--- config.mk ---
export PLATFORM = sky130hd
export DESIGN_NAME = prewish_mask_responder_flat
export DESIGN_NICKNAME = d
export VERILOG_FILES = /design/src/rtl/prewish_mask_responder_pkg.sv /design/src/rtl/prewish_mask_responder_if.sv /design/src/rtl/prewish_mask_responder_clkdiv.sv /design/src/rtl/prewish_mask_responder.sv /design/src/flat_wrapper.sv
export SDC_FILE = /design/constraint.sdc
export NUM_CORES = 1
export LEC_CHECK = 0
export CAP_MARGIN = 20
export CORE_MARGIN = 5
export CORE_UTILIZATION = 30
export CTS_CLUSTER_DIAMETER = 30
export DETAILED_ROUTE_END_ITERATION = 6
export SLEW_MARGIN = 15
export SYNTH_ARGS = -nofsm -noshare
export SYNTH_HDL_FRONTEND = slang
export SYNTH_SLANG_ARGS = --single-unit
--- constraint.sdc ---
create_clock -name CLK_I -period 3 [get_ports CLK_I]
set_clock_uncertainty 0.2 [all_clocks]
set_input_delay 0.45 -clock CLK_I [delete_from_list [all_inputs] [get_ports CLK_I]]
set_output_delay 0.45 -clock CLK_I [all_outputs]
set_load 0.02 [all_outputs]
--- src/rtl/prewish_mask_responder_pkg.sv ---
// Shared types and widths for the mask responder: FSM encoding and mask geometry.
package prewish_pkg;

  typedef enum logic [1:0] {
    ST_IDLE     = 2'd0,
    ST_ACK      = 2'd1,
    ST_WAIT_LOW = 2'd2
  } state_t;

  localparam int MASK_W     = 8;
  localparam int MASK_IDX_W = 3;

endpackage

--- src/rtl/prewish_mask_responder_if.sv ---
// Strobe/data/acknowledge bus between the controller (master) and the responder (slave).
interface prewish_mask_responder_if;
  import prewish_pkg::*;

  logic              STB_I;
  logic [MASK_W-1:0] DAT_I;
  logic              ACK_O;

  modport master (output STB_I, output DAT_I, input  ACK_O);
  modport slave  (input  STB_I, input  DAT_I, output ACK_O);

endinterface

--- src/rtl/prewish_mask_responder_clkdiv.sv ---
// Free-running mask-step counter; o_wrap marks the wrap edge, o_step is its registered pulse.
module prewish_mask_clkdiv #(
  parameter int BLINKY_MASK_CLK_BITS = 19
) (
  input  logic CLK_I,
  input  logic RST_I,
  input  logic i_clr,
  output logic o_wrap,
  output logic o_step
);

  logic [BLINKY_MASK_CLK_BITS-1:0] r_cnt;
  logic                            r_step;
  logic                            w_wrap;

  // A clear on the wrap edge wins, so no step is produced for that cycle.
  assign w_wrap = (r_cnt == '1) && !i_clr;

  always_ff @(posedge CLK_I or posedge RST_I) begin
    if (RST_I) begin
      r_cnt  <= '0;
      r_step <= 1'b0;
    end else if (i_clr) begin
      r_cnt  <= '0;
      r_step <= 1'b0;
    end else begin
      r_cnt  <= r_cnt + 1'b1;
      r_step <= w_wrap;
    end
  end

  assign o_wrap = w_wrap;
  assign o_step = r_step;

endmodule

--- src/rtl/prewish_mask_responder.sv ---
// Accepts an 8-bit blink mask over a strobe/ack bus and walks it onto o_led, MSB first.
// Build option PREWISH_ACTIVE_LOW_MASK_EN stores the inverse of DAT_I (active-low DIP switches).
module prewish_mask_responder
  import prewish_pkg::*;
#(
  parameter int BLINKY_MASK_CLK_BITS = 19
) (
  input  logic                     CLK_I,
  input  logic                     RST_I,
  prewish_mask_responder_if.slave  bus,
  output logic                     o_led,
  output logic                     o_step
);

  state_t                r_state;
  logic [MASK_W-1:0]     r_mask;
  logic [MASK_IDX_W-1:0] r_idx;
  logic                  r_ack;
  logic                  r_led;
  logic                  w_capture;
  logic                  w_wrap;
  logic                  w_step;
  logic [MASK_W-1:0]     w_dat_eff;

`ifdef PREWISH_ACTIVE_LOW_MASK_EN
  assign w_dat_eff = ~bus.DAT_I;
`else
  assign w_dat_eff = bus.DAT_I;
`endif

  assign w_capture = (r_state == ST_IDLE) && bus.STB_I;

  prewish_mask_clkdiv #(
    .BLINKY_MASK_CLK_BITS(BLINKY_MASK_CLK_BITS)
  ) u_clkdiv (
    .CLK_I  (CLK_I),
    .RST_I  (RST_I),
    .i_clr  (w_capture),
    .o_wrap (w_wrap),
    .o_step (w_step)
  );

  always_ff @(posedge CLK_I or posedge RST_I) begin
    if (RST_I) begin
      r_state <= ST_IDLE;
      r_mask  <= '0;
      r_idx   <= '1;
      r_ack   <= 1'b0;
      r_led   <= 1'b0;
    end else begin
      r_ack <= 1'b0;
      case (r_state)
        ST_IDLE: begin
          if (bus.STB_I) begin
            r_state <= ST_ACK;
            r_ack   <= 1'b1;
            r_mask  <= w_dat_eff;
          end
        end
        ST_ACK:      r_state <= ST_WAIT_LOW;
        ST_WAIT_LOW: if (!bus.STB_I) r_state <= ST_IDLE;
        default:     r_state <= ST_IDLE;
      endcase

      // Index moves on the same edge the counter wraps; 0 rolls over to 7.
      if (w_capture)
        r_idx <= '1;
      else if (w_wrap)
        r_idx <= r_idx - 1'b1;

      r_led <= r_mask[r_idx];
    end
  end

  assign bus.ACK_O = r_ack;
  assign o_led     = r_led;
  assign o_step    = w_step;

endmodule
--- src/flat_wrapper.sv ---
// flat-port wrapper written by rule: the top's interface ports become plain ports
module prewish_mask_responder_flat import prewish_pkg::*;
#(
  parameter int BLINKY_MASK_CLK_BITS = 19
)
  (CLK_I, RST_I, o_led, o_step, bus_STB_I, bus_DAT_I, bus_ACK_O);
  prewish_mask_responder_if bus_i ();
  input  logic CLK_I;
  input  logic RST_I;
  output logic o_led;
  output logic o_step;
  input wire logic [$bits(bus_i.STB_I)-1:0] bus_STB_I;
  input wire logic [$bits(bus_i.DAT_I)-1:0] bus_DAT_I;
  output wire logic [$bits(bus_i.ACK_O)-1:0] bus_ACK_O;
  assign bus_i.STB_I = bus_STB_I;
  assign bus_i.DAT_I = bus_DAT_I;
  assign bus_ACK_O = bus_i.ACK_O;
  prewish_mask_responder #(.BLINKY_MASK_CLK_BITS(BLINKY_MASK_CLK_BITS)) u_core (.CLK_I(CLK_I), .RST_I(RST_I), .bus(bus_i), .o_led(o_led), .o_step(o_step));
endmodule
======== Word level (Yosys, flattened, before mapping) ========
Cells that the tools add are included.
operators by class
  add/sub/neg operators ................... 2
  magnitude comparators ................... 1
  equality and inequality tests ........... 5
  mux-type cells .......................... 11
  reductions and logical operators ........ 7
operators with widths
  operator                                                              count
  19-bit by 1-bit adder with 19-bit output, second input constant       1
  19-bit == test, second input constant                                 1
  19-bit 2-to-1 mux                                                     1
  3-bit 2-to-1 mux                                                      2
  2-bit case mux with 3 select lines                                    1
  3-bit by 4-bit < comparator with 1-bit output, second input constant  1
  1-bit 2-to-1 mux                                                      4
  2-bit 2-to-1 mux                                                      2
  2-bit inequality test, second input constant                          2
  2-bit AND reduction                                                   2
  1-bit binary-select mux with 3-bit select                             1
  3-bit by 1-bit subtractor with 3-bit output, second input constant    1
  2-bit by 1-bit == test with 1-bit output, second input constant       1
  2-bit == test, second input constant                                  1
  1-bit logical AND                                                     2
  2-bit zero test                                                       1
  2-bit nonzero test                                                    1
  1-bit zero test                                                       1
word-level totals
  register bits ........................... 35
  input port bits ......................... 11
  output and inout bits ................... 3
  logic and storage cells ................. 33

======== Logic depth before layout (Yosys ltp) ========
  word-level depth ........................ 6
  mapped depth ............................ 6
  gate-level depth less buffers ........... 5

======== Modules after synthesis ========
From an unflattened synthesis, not the netlist that was laid out.
unflattened totals
  cells, all modules ...................... 139
  area total of the unflattened synthesis .. 1649.1 um^2
by module, submodules not included
  module                  times used  cells an instance  area each (um^2)  sequential area each (um^2)
  prewish_mask_clkdiv     1           95                 1007.2            500.5
  prewish_mask_responder  1           44                 641.9             379.1

======== Worst setup path before layout ========
OpenSTA, ideal clock, no wires.
  path kind ............................... register to register
  start ................................... register u_core.u_clkdiv.r_cnt[5]
  end ..................................... register u_core.u_clkdiv.r_cnt[13]
  data arrival time ....................... 1544 ps
  setup slack ............................. 1178 ps
  cell stages (with the launch flop) ...... 6
  clock period less this slack ............ 1822 ps
  cell sequence ........................... dfrtp_1 -> nand3_2 -> or4_1 -> buf_2 -> or3_1 -> a21oi_1
on the way
  word-level cells in the longest chain between the ends .. 2
ends and longest elaborated chain
  item                                      RTL line                             RTL
  from (decl)                               prewish_mask_responder_clkdiv.sv:12  logic [BLINKY_MASK_CLK_BITS-1:0] r_cnt;
  from (signal assigned)                    prewish_mask_responder_clkdiv.sv:27  r_cnt <= r_cnt + 1'b1;
  19-bit by 1-bit adder with 19-bit output  prewish_mask_responder_clkdiv.sv:27
  19-bit 2-to-1 mux                         prewish_mask_responder_clkdiv.sv:23  end else if (i_clr) begin
Every way passes these cells.
A chain may end at the register's enable or synchronous reset.

======== Final worst setup path ========
Ends and elaborated chain as after synthesis.

==> results.py <==
metrics = {
    "placement": {
        "dp_hpwl_um": 1930,
        "place_congestion": 0.750,
        "portBuffers": 13,
    },
    "synth": {
        "synthMuxAreaShare_pct": 4.18,
        "ys_ff_latch": 35,
        "ys_seq_area_share_pct": 55.4,
        "ys_types": 32,
        "yosys-top-cells-area": "dfrtp_1 (50%), nand2_1 (7.6%), dfstp_2 (5.0%)",
        "ys_warn_count": 0,
        "synth_cells": 160,
        "netlist_area_um2": 1590,
        "synth_top_family_by_area": "simple AND/OR/NAND/NOR gates",
        "synth_xor_area_share_pct": 6.07,
        "yosysTopAreaCell": "dfrtp_1",
        "syn_area_per_cell_um2": 9.92,
        "synth-simple-area-share_pct": 24.2,
        "synthesis.nets": 173,
        "synth_top_area_share_pct": 50.5,
        "synth-adder-area-share_pct": 1.58,
        "synth_compound_gate_area_share_pct": 5.60,
    },
    "global_routing": {
        "grt_start_max_net_pins": 36,
        "grt_pass1_wl_um": 5340,
        "grt.total_usage_pct": 10.3,
        "grt_overflow": 0,
        "antenna_found_initial": 0,
        "grt_pass1_vias": 1202,
    },
    "power_and_ir_drop": {
        "peakVddDrop_v": 0.000293,
        "p_leak_nw": 0.873,
        "p_per_area_nw_per_um2": 663,
        "total_power_mw": 1.27,
    },
    "run_status": {
        "status": "finished clean",
    },
    "routing": {
        "drc": 0,
        "antenna_left": 0,
        "drt_iter0_markers": 30,
        "drt-vias-per-instance": 4.61,
        "first_pass_iters": 4,
        "vias": 1153,
        "wl_per_cell_um": 11.4,
        "drt_wl_total_um": 2850,
    },
    "worst_setup_path": {
        "end_kind": "register",
        "cp_max_fo": 7,
        "worstPathArrival_ns": 1.97,
        "crit_type": "reg2reg",
        "required_ns": 3.01,
        "startpoint_type": "register",
    },
    "die": {
        "die-area_um2": 6840,
        "rows": 26,
        "start_util_pct": 31.1,
        "die_h_um": 82.7,
        "die_x_um": 82.7,
        "io_pins": 14,
        "core_area_um2": 5110,
    },
    "layout": {
        "area_growth_syn_to_layout_pct": 20.7,
        "drive_gt1_share_pct": 11.1,
        "fillers": 542,
        "fin_nets": 192,
        "num_antenna_cells": 0,
    },
    "cts": {
        "clockBufferDepth": 2,
        "cts-resized-gates": 0,
        "root_buffer": "clkbuf_8",
        "path_clk_slew_ns": 0.07,
        "post_cts.repair.setup_buffers": 0,
        "cts_tree": "yes",
        "clock_latency_ns": 0.28,
        "numCtsBuffers": 5,
        "cts_hold_buf": 0,
        "clkSinkCount": 35,
        "ctsHtreeMaxLevel": 2,
    },
    "timing": {
        "clock.fmax_mhz": 509,
        "finalHoldViolCount": 0,
        "slew_headroom_pct": 71.4,
        "worstMarginPinSlew_ns": 0.429,
        "finalSetupTns_ns": 0,
        "finalCritPeriodShare_pct": 65.5,
        "rsz0062_at_grt": "false",
        "slew_violations": 0,
        "min_period_ns": 1.97,
        "setup_viol": 0,
    },
    "flow_run": {
        "cap_viol_max_count": 0,
    },
    "worst_hold_path": {
        "hp-class": "reg2reg",
    },
}
[cells by family after synthesis]
kind of cell,Yosys count
multiplexers,4
AND/OR/NAND/NOR,79
AO/OA/AOI/OAI,17
XOR/XNOR,11
adder cells (fa/ha/maj),2
flip-flops,35
buffers and inverters,12
[stage by stage]
step / area, um2 / hold slack (ns) / instances / util, % / setup slack, ns
finish: 1910 / 0.278 / 250 / 37.5 / 1.03
global route: 1910 / 0.306 / 250 / 37.5 / 0.844
CTS: 1910 / 0.284 / 250 / 37.5 / 1.03
detailed placement: 1810 / 0.266 / 242 / 35.5 / 0.952
global placement: 1810 / 0.262 / 242 / 35.5 / 0.953
floorplan: 1590 / 0.240 / 160 / - / 1.18
[state kept, by name, summed over array words and instances, names as in the netlist]
name,flops
u_core.bus.ACK_O,1
u_core.o_led,1
u_core.r_mask,8
u_core.r_state,2
u_core.u_clkdiv.o_step,1
u_core.u_clkdiv.r_cnt,19
u_core.r_idx,3
[cell usage after synthesis, drive strengths merged]
master and number:
or2 1, a21oi 7, mux2i 1, xnor2 6, clkinv 1, dfstp 3
clkbuf 3, ha 2, and4 3, inv 6, nor3 1, nand2 32
o21ai 8, nor2b 1, dfrtp 32, and3 5, nand3 8, or4 2
o211ai 1, or3 5, a31oi 1, nand4 4, and2 1, buf 2
mux4 2, nor4 2, mux2 1, nor2 14, xor2 5
[routing by layer]
| metal | GRT usage [%] | vias up | part of all wire [%] |
|---|---|---|---|
| met5 | 0 | - | 0 |
| met4 | 4.41 | 0 | 1.9 |
| met3 | 3.36 | 8 | 4.4 |
| met2 | 16.1 | 16 | 44 |
| met1 | 13.1 | 545 | 49 |
| li1 | - | 584 | - |
[power breakdown]
| group | switching [mW] | leakage (nW) | total, mW | internal (mW) |
|---|---|---|---|---|
| registers | 0.0633 | 0.456 | 0.635 | 0.572 |
| logic | 0.141 | 0.366 | 0.266 | 0.125 |
| clock network | 0.158 | 0.0515 | 0.367 | 0.209 |
[critical path, cell delays in order (launching register included)]
cell and delay [ns]:
dfrtp_1 0.43, nand3_2 0.12, or4_1 0.64, or3_1 0.35, a21oi_1 0.14
[layout by cell type, fill, tap and decap left out, drive strengths merged, types with 3 or more instances in the layout]
cell type      netlist  layout
xor2                 5       5
or3                  5       5
clkbuf               3       8
a21oi                7       7
xnor2                6       6
and3                 5       5
dfstp                3       3
nand3                8       8
inv                  6       6
and4                 3       3
nor2                14      14
o21ai                8       8
buf                  2       4
clkdlybuf4s50        0      13
nand4                4       4
dfrtp               32      32
nand2               32      32
[area by class of cell]
cell class | instances | area [um2] | share of cell area, %
Sequential cell | 35 | 880 | 45.9
Multi-Input combinational cell | 113 | 661 | 34.5
Timing Repair Buffer | 17 | 160 | 8.37
Clock buffer | 8 | 100 | 5.23
Tap cell | 70 | 87.6 | 4.58
Inverter | 7 | 26.3 | 1.37
[worst paths after layout]
kind,from,to,slack [ns],cells past startpoint
min in group asynchronous,RST_I,u_core.u_clkdiv.r_cnt[1],0.35,3
worst max register to register,u_core.u_clkdiv.r_cnt[5],u_core.u_clkdiv.r_cnt[13],1.03,4
worst max-delay path,u_core.u_clkdiv.r_cnt[5],u_core.u_clkdiv.r_cnt[13],1.03,4
worst min register to register,u_core.r_state[1],u_core.r_state[1],0.28,1
max in group asynchronous,RST_I,u_core.r_idx[2],1.91,3
worst min-delay path,u_core.r_state[1],u_core.r_state[1],0.28,1
Power figures use the tool's default switching activity.
==> patch: new RTL, same flow settings <==
Put one more register stage on the output `o_led`, cleared by the reset. The value now appears one clock later. The other outputs are not delayed to match.
--- a/src/rtl/prewish_mask_responder.sv
+++ b/src/rtl/prewish_mask_responder.sv
@@ -73,7 +73,13 @@
   end
 
   assign bus.ACK_O = r_ack;
-  assign o_led     = r_led;
+  always_ff @(posedge CLK_I or posedge RST_I) begin
+    if (RST_I) begin
+      o_led <= '0;
+    end else begin
+      o_led <= r_led;
+    end
+  end
   assign o_step    = w_step;
 
 endmodule
Check against the original RTL: not equivalent (Yosys sat finds a counterexample within 4 cycles, from zero or initial values and one cycle with RST_I high).
==> patch against the original RTL <==
- total power is 0.42% lower
- synthesized cell count is 0.63% higher
- area after synthesis is 1.6% higher
- die area is 1.4% higher
- critical path depth stayed put
- sequential share of layout area is 1.2 points higher
- routed wire length is 0.49% higher
- final area is 0.13% higher
- first-iteration DRC count is 63% higher
- worst setup slack worse by 0.092 ns
- largest cell class unchanged
- sequential cell count is 1 higher
- combinational power is 3% lower
- sequential power is 3% higher
- count of clock-buffer cells in the layout is 2 lower
- critical endpoint is now u_core.r_idx[2]$_DFFE_PP1P_
==> patch: results (changes against the original RTL) <==
NumNets Final=191 (-0.52%); Post-Synthesis Cells=161 (+0.63%); R2R Setup Slk=0.94 ns (-0.09 ns); GR Util met2=13.5% (-2.6 points); beginning of the worst hold path=u_core.r_led$_DFF_PP0_; outcome=finished clean; Int Pwr=0.000894 W (-1.4%); VDD IR max=0.196 mV (-33%); switching power=0.000369 W (+2.0%); final WL=2870 um (+0.49%); fill count=534 (-1.5%); Syn Nets=174 (+0.58%); CP max stage cell=nor4_1; grt met3 use=1.98% (-1.4 points); pre-CTS setup slack=0.752 ns (-0.200 ns); Lkg Pwr=0.875 nW (+0.21%); Worst Path Arrival=2.05 ns (+0.08 ns); DRC marker count from the first detailed-route iteration=49 (+63%); register area share after synthesis=56.1% (+0.69 points); Comb pwr share=20.5% (-0.5 points); WHS=0.155 ns (-0.123 ns); Worst Hold Depth=0 (-1); Worst-Margin Slew=0.899 ns (+0.470 ns); critical path capture point=u_core.r_idx[2]$_DFFE_PP1P_; hold path endpoint=u_core.o_led$_DFF_PP0_; Via Count=1147 (-0.52%); layout cells sized above 1=10.6% (-0.50 points); GRT Util Overall=9.25% (-1.1 points); Final Wtd Congestion=0.779 (+3.8%); fin crit period=2.06 ns (+0.0920 ns); sequential power=0.000655 W (+3%); CP peak stage delay=0.78 ns (+0.14 ns)
==> patch: changes by cell type in the layout (fill, tap and decap cells not counted), sizes merged <==
cell,delta
buf,-2
clkinv,+2
dfrtp,+1
clkbuf,-2
==> patch: logic make-up after synthesis <==
family          count (synthesis)  share of synthesized area (%)
compound gates                 17                           5.51
xor+xnor                       11                           5.98
fa+ha+maj                       2                           1.55
buf+inv                        12                           2.87
flops                          36                           56.1
mux                             4                           4.11
simple gates                   79                           23.8
==> patch: layout make-up <==
class	count	share of cell area, %
flip-flops and latches	36	47.2
multi-input cells	113	34.5
repair buffers	15	7.57
well taps	70	4.57
clock buffers	6	4.31
inverters	7	1.37
clock inverters	2	0.522
==> patch: worst max-delay path, delay by kind of cell (launching register included) <==
family	cells	cell delay [ns]
compound gates	1	0.07
flops	1	0.43
simple gates	3	1.26
==> patch: metal layers <==
layer,up-vias,part of all wire (%)
met5,-,0
met2,16,44
li1,579,-
met3,10,3.3
met1,542,50
met4,0,2.8
